$ cat src/rtl/segre_mem_arbiter.sv
// segre_mem_arbiter
// Shares the single main-memory port between icache refills (IF) and
// dcache refills/writebacks (MEM). Data side has priority; a streak
// counter lets a waiting instruction fetch win after MAX_DC_STREAK
// consecutive dcache grants. One line transaction is in flight at a time.
//
// Optional feature macro: SEGRE_ARB_PERF_EN
//   defined   -> if_wait_cnt_o / dc_wait_cnt_o are live 32-bit saturating
//                wait-cycle counters.
//   undefined -> both counter outputs are tied to 0 (no counter flops).
//
// Handshake: requests are levels held until the matching one-cycle ready
// pulse. The memory command (mem_rd_o / mem_wr_o) is held for the whole
// transaction and drops the cycle after the one-cycle mem_ready_i pulse,
// which is also the cycle the requester ready pulse and returned line
// appear. Requester inputs are not looked at while a transaction is busy.
//
// dbg_state_o exposes the FSM state (0 IDLE, 1 IF_RD, 2 DC_WR, 3 DC_RD).

module segre_mem_arbiter #(
    parameter int ADDR_SIZE     = 32,
    parameter int LINE_BYTES    = 16,
    parameter int MAX_DC_STREAK = 4
) (
    input  logic                      clk_i,
    input  logic                      rsn_i,
    // icache side
    input  logic                      if_mem_rd_i,
    input  logic [ADDR_SIZE-1:0]      if_mem_addr_i,
    output logic                      if_mem_ready_o,
    output logic [LINE_BYTES*8-1:0]   if_line_o,
    // dcache side
    input  logic                      dc_mem_rd_i,
    input  logic                      dc_mem_wr_i,
    input  logic [ADDR_SIZE-1:0]      dc_mem_addr_i,
    input  logic [LINE_BYTES*8-1:0]   dc_line_i,
    output logic                      dc_mem_ready_o,
    output logic [LINE_BYTES*8-1:0]   dc_line_o,
    // memory side
    output logic                      mem_rd_o,
    output logic                      mem_wr_o,
    output logic [ADDR_SIZE-1:0]      mem_addr_o,
    output logic [LINE_BYTES*8-1:0]   mem_line_o,
    input  logic                      mem_ready_i,
    input  logic [LINE_BYTES*8-1:0]   mem_line_i,
    // performance counters
    output logic [31:0]               if_wait_cnt_o,
    output logic [31:0]               dc_wait_cnt_o,
    // debug
    output logic [1:0]                dbg_state_o
);

    localparam int LINE_W   = LINE_BYTES * 8;
    localparam int OFF_BITS = $clog2(LINE_BYTES);
    localparam logic [ADDR_SIZE-1:0] ADDR_MASK =
        ~((ADDR_SIZE'(1) << OFF_BITS) - ADDR_SIZE'(1));
    localparam logic [3:0] STREAK_MAX = 4'(MAX_DC_STREAK);

    typedef enum logic [1:0] {
        ST_IDLE  = 2'd0,
        ST_IF_RD = 2'd1,
        ST_DC_WR = 2'd2,
        ST_DC_RD = 2'd3
    } state_t;

    state_t                r_state;
    state_t                w_next_state;
    logic                  w_grant_if;
    logic                  w_grant_dc;
    logic                  w_starve;
    logic [3:0]            r_streak;
    logic [ADDR_SIZE-1:0]  r_addr;
    logic [LINE_W-1:0]     r_wdata;
    logic                  r_if_ready;
    logic                  r_dc_ready;
    logic [LINE_W-1:0]     r_if_line;
    logic [LINE_W-1:0]     r_dc_line;

    // State register; async reset aborts any in-flight command at once.
    always_ff @(posedge clk_i or negedge rsn_i) begin
        if (!rsn_i) begin
            r_state <= ST_IDLE;
        end else begin
            r_state <= w_next_state;
        end
    end

    // Arbitration in IDLE and completion detection while busy.
    always_comb begin
        w_next_state = r_state;
        w_grant_if   = 1'b0;
        w_grant_dc   = 1'b0;
        // IF has waited through too many dcache grants: it wins this round,
        // even over a writeback.
        w_starve     = if_mem_rd_i && (r_streak >= STREAK_MAX);
        case (r_state)
            ST_IDLE: begin
                if (dc_mem_wr_i && !w_starve) begin
                    w_next_state = ST_DC_WR;
                    w_grant_dc   = 1'b1;
                end else if (dc_mem_rd_i && !w_starve) begin
                    w_next_state = ST_DC_RD;
                    w_grant_dc   = 1'b1;
                end else if (if_mem_rd_i) begin
                    w_next_state = ST_IF_RD;
                    w_grant_if   = 1'b1;
                end
            end
            ST_IF_RD, ST_DC_WR, ST_DC_RD: begin
                if (mem_ready_i) begin
                    w_next_state = ST_IDLE;
                end
            end
            default: w_next_state = ST_IDLE;
        endcase
    end

    // Memory command decoded from state so it is held for the whole transaction.
    always_comb begin
        mem_rd_o = (r_state == ST_IF_RD) || (r_state == ST_DC_RD);
        mem_wr_o = (r_state == ST_DC_WR);
    end

    // Count consecutive dcache grants while IF is waiting.
    always_ff @(posedge clk_i or negedge rsn_i) begin
        if (!rsn_i) begin
            r_streak <= 4'd0;
        end else if (!if_mem_rd_i || w_grant_if) begin
            r_streak <= 4'd0;
        end else if (w_grant_dc && (r_streak != 4'hF)) begin
            r_streak <= r_streak + 4'd1;
        end
    end

    // Capture line-aligned address and writeback data at grant time.
    always_ff @(posedge clk_i or negedge rsn_i) begin
        if (!rsn_i) begin
            r_addr  <= '0;
            r_wdata <= '0;
        end else if (w_grant_if) begin
            r_addr  <= if_mem_addr_i & ADDR_MASK;
        end else if (w_grant_dc) begin
            r_addr  <= dc_mem_addr_i & ADDR_MASK;
            if (w_next_state == ST_DC_WR) begin
                r_wdata <= dc_line_i;
            end
        end
    end

    // Register returned line and issue the requester ready pulse.
    // A writeback returns no data, so dc_line_o only updates on reads.
    always_ff @(posedge clk_i or negedge rsn_i) begin
        if (!rsn_i) begin
            r_if_ready <= 1'b0;
            r_dc_ready <= 1'b0;
            r_if_line  <= '0;
            r_dc_line  <= '0;
        end else begin
            r_if_ready <= 1'b0;
            r_dc_ready <= 1'b0;
            if (mem_ready_i) begin
                case (r_state)
                    ST_IF_RD: begin
                        r_if_ready <= 1'b1;
                        r_if_line  <= mem_line_i;
                    end
                    ST_DC_RD: begin
                        r_dc_ready <= 1'b1;
                        r_dc_line  <= mem_line_i;
                    end
                    ST_DC_WR: begin
                        r_dc_ready <= 1'b1;
                    end
                    default: ;
                endcase
            end
        end
    end

    assign mem_addr_o     = r_addr;
    assign mem_line_o     = r_wdata;
    assign if_mem_ready_o = r_if_ready;
    assign dc_mem_ready_o = r_dc_ready;
    assign if_line_o      = r_if_line;
    assign dc_line_o      = r_dc_line;
    assign dbg_state_o    = r_state;

`ifdef SEGRE_ARB_PERF_EN
    logic [31:0] r_if_wait;
    logic [31:0] r_dc_wait;

    // Saturating counts of cycles each side waits for the memory port.
    always_ff @(posedge clk_i or negedge rsn_i) begin
        if (!rsn_i) begin
            r_if_wait <= '0;
            r_dc_wait <= '0;
        end else begin
            if (if_mem_rd_i && (r_state != ST_IF_RD) && (r_if_wait != 32'hFFFF_FFFF)) begin
                r_if_wait <= r_if_wait + 32'd1;
            end
            if ((dc_mem_rd_i || dc_mem_wr_i) && (r_state != ST_DC_RD) &&
                (r_state != ST_DC_WR) && (r_dc_wait != 32'hFFFF_FFFF)) begin
                r_dc_wait <= r_dc_wait + 32'd1;
            end
        end
    end

    assign if_wait_cnt_o = r_if_wait;
    assign dc_wait_cnt_o = r_dc_wait;
`else
    assign if_wait_cnt_o = 32'd0;
    assign dc_wait_cnt_o = 32'd0;
`endif

endmodule

$ cat config.mk
export PLATFORM = sky130hd
export DESIGN_NAME = segre_mem_arbiter
export DESIGN_NICKNAME = d
export VERILOG_FILES = /design/src/rtl/segre_mem_arbiter.sv
export SDC_FILE = /design/constraint.sdc
export NUM_CORES = 1
export LEC_CHECK = 0
export CAP_MARGIN = 20
export CORE_AREA = 2 2 319 321
export DETAILED_ROUTE_END_ITERATION = 16
export DIE_AREA = 0 0 321 323
export MAX_ROUTING_LAYER = met4
export PLACE_DENSITY_LB_ADDON = 0.15
export SYNTH_ARGS = -nofsm -noshare
export SYNTH_HDL_FRONTEND = slang
export SYNTH_SLANG_ARGS = --single-unit
export TNS_END_PERCENT = 1
$ cat constraint.sdc
create_clock -name clk_i -period 2 [get_ports clk_i]
set_clock_uncertainty 0.15 [all_clocks]
set_input_delay 0.6 -clock clk_i [delete_from_list [all_inputs] [get_ports clk_i]]
set_output_delay 0.6 -clock clk_i [all_outputs]
set_load 0.01 [all_outputs]
# Word-level counts from Yosys, hierarchy flattened
# Cells that the tools add are included.
totals:
  input_bits: 326
  wordCells: 52
  output_inout_bits: 486
  regBits: 424
classes:
  mux: 20
  n_lt_le_gt_ge: 1
  n_eq_ne: 5
  reduce_logical: 16
  n_addsub: 1
  n_bitwise: 1
op_table:
  columns: ["op", "n"]
  rows:
  - ["two-way mux 32 bit", 2]
  - ["two-way mux 1 bit", 11]
  - ["two-way mux 2 bit", 4]
  - ["two-way mux 4 bit", 2]
  - ["== test 2 bit (second input constant)", 3]
  - ["adder 4 x 1 -> 4 bit (second input constant)", 1]
  - [">= comparator 4 x 3 -> 1 bit (second input constant)", 1]
  - ["logical AND 1 bit", 4]
  - ["inequality test 4 bit (second input constant)", 1]
  - ["case mux 2 bit (2 select lines)", 1]
  - ["AND reduction 2 bit", 2]
  - ["nonzero test 2 bit", 2]
  - ["AND reduction 3 bit", 1]
  - ["OR reduction 3 bit", 1]
  - ["== test 2 x 1 -> 1 bit (second input constant)", 1]
  - ["logical NOT 1 bit", 2]
  - ["logical NOT 2 bit", 1]
  - ["logical OR 1 bit", 2]
  - ["OR reduction 2 bit", 1]
  - ["NOT 1 bit", 1]

# Depth between registers and ports, before layout
# Gate-level depths: netlist of run 1.
depth:
  ltp_word: 10
  ltp_mapped: 7
  depth_no_buf: 5

# Worst setup path after synthesis of run 1
# OpenSTA, ideal clock, no wires.
synth_timing:
  path_kind: "input-to-reg"
  startpoint: "input dc_mem_rd_i"
  endpoint: "register r_addr[24] (netlist: mem_addr_o[24])"
  stages: 6
  setup_ns: 0.127
  t_arrival_ns: 1.625
  required_ns: 1.723
  setup_slack_ns: 0.098
  n_path_buf: 2
  cell_sequence: "or2_4 -> and3_1 -> buf_6 -> buf_6 -> a222oi_1 -> inv_1"
synth_between:
  elab_chain_len: 5
  word_cells_on_any_way: 9
  cone_classes: "mux (7); reduce/logical (2)"
synth_rtl:
  columns: ["element", "line_no", "rtl"]
  rows:
  - ["start, declared", "33", "input logic dc_mem_rd_i,"]
  - ["logical AND 1 bit (*)", "101", "end else if (dc_mem_rd_i && !w_starve) begin"]
  - ["two-way mux 1 bit", "101", null]
  - ["two-way mux 1 bit", "98", "if (dc_mem_wr_i && !w_starve) begin"]
  - ["two-way mux 1 bit", "96", "case (r_state)"]
  - ["two-way mux 32 bit or nonzero test 2 bit (tied branches)", null, null]
  - ["end signal, assigned", "141", "r_addr <= if_mem_addr_i & ADDR_MASK;"]
  - ["end signal, assigned", "143", "r_addr <= dc_mem_addr_i & ADDR_MASK;"]
  - ["end, declared", "72", "logic [ADDR_SIZE-1:0] r_addr;"]
# Mark *: on every way between the ends. The rest lies on a longest branch, timed or not.
# A chain may end at the register's enable or synchronous reset.

# Worst setup path after layout of run 1
layout_timing:
  startpoint: "register r_state[0] (netlist: dbg_state_o[0])"
  endpoint: "output mem_wr_o"
layout_between:
  elab_chain_len: 1
layout_rtl:
  columns: ["element", "line_no", "rtl"]
  rows:
  - ["start, declared", "66", "state_t r_state;"]
  - ["start signal, assigned", "84", "r_state <= w_next_state;"]
  - ["== test 2 bit", "121", "mem_wr_o = (r_state == ST_DC_WR);"]
  - ["end, declared", "41", "output logic mem_wr_o,"]
# Every way passes these cells.

==> results of run 1 <==
where the power goes:
part           switching [W]  internal, W  leakage, nW
Sequential           0.00218       0.0127         5.09
Combinational        0.00839      0.00736         6.24
Clock                0.00392      0.00546        0.830
what timing repair did:
item	4_1_cts	5_1_grt
hold endpoints to repair	202	0
endpoints found under the setup margin	418	452
resized for setup	1171	358
setup buffers	3	0
hold buffers	1	0
pin swaps	0	1
synth_stat cells (4+ instances only):
cell	number
inv_1	29
a222oi_1	28
buf_2	35
dfrtp_1	420
buf_6	26
nor2_1	4
nand2_1	386
mux2_2	255
buf_4	71
nand3_1	4
cells by family after synthesis:
| group | after synthesis |
|---|---|
| flip-flops | 420 |
| AND/OR/NAND/NOR | 403 |
| multiplexers | 256 |
| buffers and inverters | 165 |
| AO/OA/AOI/OAI | 38 |
| adder cells (fa/ha/maj) | 1 |
| other | 1 |
| XOR/XNOR | 1 |
registers in the layout, indices dropped and copies added, names as in the netlist:
| signal | cells |
|---|---|
| dc_mem_ready_o | 1 |
| mem_line_o | 128 |
| dc_line_o | 128 |
| r_streak | 4 |
| dbg_state_o | 2 |
| mem_addr_o | 28 |
| if_mem_ready_o | 1 |
| if_line_o | 128 |
metal layers:
metal	track usage (%)	vias to the layer above	share of wire (%)
li1	-	5706	-
met1	14.1	6175	38
met2	22.6	398	54
met3	3.03	76	5.8
met4	3.59	0	2.3
met5	-	-	0
worst max-delay path, stage by stage, from the launching register on:
cell,delay (ps)
dfrtp_1,410
buf_6,140
nor2b_4,110
buf_6,110
path summary, 6_finish.rpt:
| check | start | endpoint |
|---|---|---|
| max | dbg_state_o[0]$_DFF_PN0_ | mem_wr_o |
| min | rsn_i | if_line_o[76]$_DFFE_PN0P_ |
| max reg2reg | dbg_state_o[0]$_DFF_PN0_ | mem_line_o[112]$_DFFE_PN0P_ |
| min reg2reg | if_line_o[120]$_DFFE_PN0P_ | if_line_o[120]$_DFFE_PN0P_ |
| max in group asynchronous | rsn_i | mem_line_o[37]$_DFFE_PN0P_ |
| min in group clk_i | if_line_o[120]$_DFFE_PN0P_ | if_line_o[120]$_DFFE_PN0P_ |
area by class of cell:
| cell class | instances | area share, % |
|---|---|---|
| Antenna cell | 4 | 0.0397 |
| Clock buffer | 80 | 6.14 |
| Clock inverter | 16 | 0.516 |
| Inverter | 31 | 0.481 |
| Multi-Input combinational cell | 767 | 20.2 |
| Sequential cell | 420 | 41.7 |
| Tap cell | 1309 | 6.50 |
| Timing Repair Buffer | 803 | 24.4 |
stage by stage:
stage          utilization, %  hold WS [ps]  instance area [um^2]
6_report                 25.0           280                 25200
5_1_grt                  25.0           245                 25200
4_1_cts                  25.6           230                 25800
3_5_place_dp             25.3           289                 25500
3_3_place_gp             25.3           286                 25500
2_1_floorplan               -           154                 16700
==> flow_metrics.tcl, run 1 <==
set metrics [dict create \
    synthSimpleGateAreaFrac_pct 9.45 \
    yosysSeqAreaShare_pct 63.9 \
    synthCells 1285 \
    regArea_um2 10500 \
    synth_compound_area_share_pct 2.11 \
    fin_cells 3430 \
    critPathRequiredTime_ps 1250 \
    finalSetupViolCount 5 \
    synth_edf_count 0 \
    cp_max_fo 2 \
    syn2layout_area_growth_pct 53.3 \
    die_h_um 323 \
    first_pass_iters 7 \
    leakagePower_nw 12.2 \
    finalHoldViolations 0 \
    crit_arrival_ps 1380 \
    fin_nets 2404 \
    layout_setup_ws_ps -133 \
    fin_setup_tns_ps -308 \
    clockRootBuffer "clkbuf_16" \
    grt_pass1_vias 13300 \
    layout-drive-gt1-share_pct 39.4 \
    async_flop_share_pct 100 \
    final_common_cell "dfrtp_1" \
    grt_max_degree 92 \
    period_minus_slack_ps 2130 \
    multi_input_comb_area_um2 5090 \
    antenna_found_initial 4 \
    grt_pass1_wl_um 94000 \
    cts_tree "yes" \
    routed_via_density 3.60 \
    fin_crit_sh_pct 107 \
    die_x_um 321 \
    synth_top_family_by_area "multiplexers" \
    worstSetupPathType "reg2out" \
    power_density_nw_per_um2 1590 \
    synth_top_area_cell "dfrtp_1" \
    clk_latency_ps 620 \
    reg2regPathDepth 6 \
    core_um2 101000 \
    dieArea_um2 104000 \
    cts.path.max_buffers 3 \
    ioPinCount 812 \
    gp_congestion 0.770 \
    hold_path_class "in2async" \
    mostFrequentLayoutCells "dfrtp_1, nand2_1, clkdlybuf4s50_1" \
    dr.first_iter.drc_count 554 \
    crit_path_end_kind "output pin" \
    synth_mux_area_share_pct 17.5 \
    wl_per_cell_um 19.4 \
    final_antenna_net_count 0 \
    dpl.hpwl_um 51100 \
    dp_cells 3326 \
    syn_avg_cell_area_um2 12.8 \
    max-slew-margin-rel_pct 63.7 \
    clkSinkCount 420 \
    fmax_ghz 0.469 \
    synth_area_um2 16400 \
    violations "setup timing" \
    ys_types 32 \
    rrSetupSlack_ps 70 \
    cap_viol_max_count 0 \
    slew_viol_final 0 \
    drt_wl_total_um 66700 \
    fillers 10800 \
    gr-total-overflow 0 \
    ys_ff_latch 420 \
    vias 12400 \
    ir_drop_uv 667 \
    num_rows 117 \
    rsz0062_at_grt "yes" \
    synthAdderAreaFrac_pct 0.0761 \
    yosys.area.top_type_share_pct 63.9 \
    worstMarginPinSlew_ps 545 \
    io_buffer_count 735 \
    synth_area_leaders "dfrtp_1, mux2_2, nand2_1" \
    start_kind "register" \
    yosys_warnings 0 \
    route.detailed.drc 0 \
    track_usage_pct 12.7 \
    initial_core_util_pct 16.3 \
    htree_levels 2 \
    synthXorXnorAreaFrac_pct 0.0533 \
    cts_inserted_buffers 54 \
    clk_pin_slew_ps 60 \
    pre_cts_ws_ps -562 \
    ys.flop_type "dfrtp_1" \
    power.total_w 0.0400 \
    status "finished, violations left" \
]
(Power assumes the default switching activity.)
==> run 2, diff against run 1 <==
--- a/config.mk
+++ b/config.mk
@@ -9,7 +9,6 @@
 export CORE_AREA = 2 2 319 321
 export DETAILED_ROUTE_END_ITERATION = 16
 export DIE_AREA = 0 0 321 323
-export MAX_ROUTING_LAYER = met4
 export PLACE_DENSITY_LB_ADDON = 0.15
 export SYNTH_ARGS = -nofsm -noshare
 export SYNTH_HDL_FRONTEND = slang
==> constraint.sdc (replaced) <==
create_clock -name clk_i -period 2.11 [get_ports clk_i]
set_clock_uncertainty 0.15 [all_clocks]
set_input_delay 0.633 -clock clk_i [delete_from_list [all_inputs] [get_ports clk_i]]
set_output_delay 0.633 -clock clk_i [all_outputs]
set_load 0.01 [all_outputs]
==> flow_metrics.tcl, run 2 (synthesis results as in run 1) <==
set metrics [dict create \
    critPathRequiredTime_ps 1330 \
    die_x_um 321 \
    fin_nets 2401 \
    crit_path_end_kind "output pin" \
    clockRootBuffer "clkbuf_16" \
    cp_max_fo 4 \
    grt_pass1_vias 13200 \
    clkSinkCount 420 \
    period_minus_slack_ps 2070 \
    clk_latency_ps 610 \
    grt_pass1_wl_um 93700 \
    clk_pin_slew_ps 60 \
    worst-path-buf-inv 2 \
    fillers 10500 \
    gr-total-overflow 0 \
    status "complete, no violations" \
    fin_setup_tns_ps 0 \
    power_frac_clock_pct 23.4 \
    syn2layout_area_growth_pct 65.4 \
    hold_path_class "reg2reg" \
    slew_viol_final 0 \
    worstPathCellList "buf_6 -> buf_6" \
    initial_core_util_pct 16.3 \
    cts.path.max_buffers 3 \
    final_cell_area_um2 27200 \
    dpl.hpwl_um 50900 \
    first_pass_iters 7 \
    cts_tree "yes" \
    io_buffer_count 735 \
    grt_max_degree 78 \
    leakagePower_nw 12.3 \
    swShare_pct 34.2 \
    internal-power_w 0.0265 \
    vias 12500 \
    route.detailed.drc 0 \
    crit_top_cell "buf_6" \
    mostFrequentLayoutCells "dfrtp_1, nand2_1, clkdlybuf4s50_1" \
    power_frac_comb_pct 41.2 \
    hold_slack_ps 320 \
    finalHoldViolations 0 \
    cp_slowest_cell "dfrtp_2" \
    core_um2 101000 \
    dieArea_um2 104000 \
    power_density_nw_per_um2 1480 \
    pwr-share-seq_pct 35.3 \
    worstSetupPathType "reg2out" \
    cts_inserted_buffers 54 \
    utilization_pct 27.0 \
    fin_crit_sh_pct 97.9 \
    layout-drive-gt1-share_pct 28.3 \
    rsz0062_at_grt "yes" \
    ioPinCount 812 \
    die_h_um 323 \
    drt_wl_total_um 66700 \
    power.net_switching_w 0.0138 \
    finalSetupViolCount 0 \
    dpl_cell_area_um2 25500 \
    dp_cells 3324 \
    worstMarginPinSlew_ps 537 \
    final_common_cell "dfrtp_1" \
    gp_congestion 0.768 \
    fmax_ghz 0.484 \
    dr.first_iter.drc_count 574 \
    max-slew-margin-rel_pct 64.2 \
    cap_viol_max_count 0 \
    fin_cells 3428 \
    htree_levels 2 \
    ir_drop_uv 643 \
    antenna_found_initial 7 \
    track_usage_pct 12.3 \
    wl_per_cell_um 19.5 \
    start_kind "register" \
    crit_family "flip-flops" \
    crit_path_max_incr_delay_ps 430 \
    num_rows 117 \
    crit_arrival_ps 1280 \
    final_antenna_net_count 0 \
    routed_via_density 3.64 \
]
[run 2: cell count changes in the layout (fill, tap and decap cells not counted), sizes merged]
| cell | before | now |
|---|---|---|
| clkdlybuf4s15 | 1 | 357 |
| buf | 312 | 112 |
| clkbuf | 253 | 95 |
| clkinv | 11 | 5 |
| bufinv | 1 | 4 |
| inv | 34 | 31 |
| clkinvlp | 1 | 3 |
| diode | 4 | 6 |
| dlygate4sd2 | 0 | 2 |
[run 2: through the flow]
| stage | power, W | setup WS (ps) |
|---|---|---|
| final | 0.0403 | 44.9 |
| after global routing | 0.0428 | -53.5 |
| after CTS | 0.0412 | -184 |
| after detailed placement | 0.0332 | -496 |
| after global placement | 0.0331 | -484 |
| after floorplan | 0.0214 | 175 |
[run 2: cell type report]
cell class / instances / area [um^2] / area share, %
tap: 1309 / 1640 / 6.02
inverter: 31 / 121 / 0.446
antenna: 6 / 15.0 / 0.0552
clock buffer: 83 / 1620 / 5.97
timing repair buffer: 800 / 8030 / 29.5
clock inverter: 12 / 168 / 0.616
sequential: 420 / 10500 / 38.7
multi-input combinational: 767 / 5090 / 18.7
[run 2: what timing repair did]
item	4_1_cts	5_1_grt
resized for setup	1058	21
buffers inserted	2	0
cloned	0	0
hold buffers	1	0
hold endpoints to repair	177	0
endpoints found under the setup margin	418	14
[run 2: final timing paths]
check | endpoint | slack (ps) | cells past startpoint | start
worst min-delay path | if_line_o[119]$_DFFE_PN0P_ | 320 | 2 | if_line_o[119]$_DFFE_PN0P_
worst max-delay path | dbg_state_o[1] | 40 | 2 | dbg_state_o[1]$_DFF_PN0_
worst min register to register | if_line_o[119]$_DFFE_PN0P_ | 320 | 2 | if_line_o[119]$_DFFE_PN0P_
min in group asynchronous | if_line_o[8]$_DFFE_PN0P_ | 510 | 3 | rsn_i
max in group asynchronous | dc_line_o[111]$_DFFE_PN0P_ | 730 | 4 | rsn_i
worst max register to register | mem_line_o[101]$_DFFE_PN0P_ | 100 | 7 | dbg_state_o[0]$_DFF_PN0_
[run 2: worst reg2reg max path, delay by kind of cell (launching register included)]
kind / cells / cell delay [ps]
multiplexers: 1 / 280
AND/OR/NAND/NOR: 2 / 360
flip-flops: 1 / 450
buffers and inverters: 4 / 670
[run 2: power groups by stage]
stage | Combinational [W] | Clock, W | Sequential, W
2_1_floorplan | 0.00548 | 0 | 0.0159
3_3_place_gp | 0.0188 | 0 | 0.0142
3_5_place_dp | 0.0189 | 0 | 0.0143
4_1_cts | 0.0171 | 0.00987 | 0.0142
5_1_grt | 0.0179 | 0.0102 | 0.0147
6_report | 0.0166 | 0.00943 | 0.0142
[run 2: routing by layer]
| metal | track usage (%) | wire (um) | vias to the layer above |
|---|---|---|---|
| met3 | 3.13 | 3980 | 82 |
| met2 | 22.3 | 35600 | 387 |
| met4 | 4.45 | 1650 | 2 |
| met5 | 0 | 13 | - |
| met1 | 13.8 | 25400 | 6297 |
| li1 | - | - | 5707 |
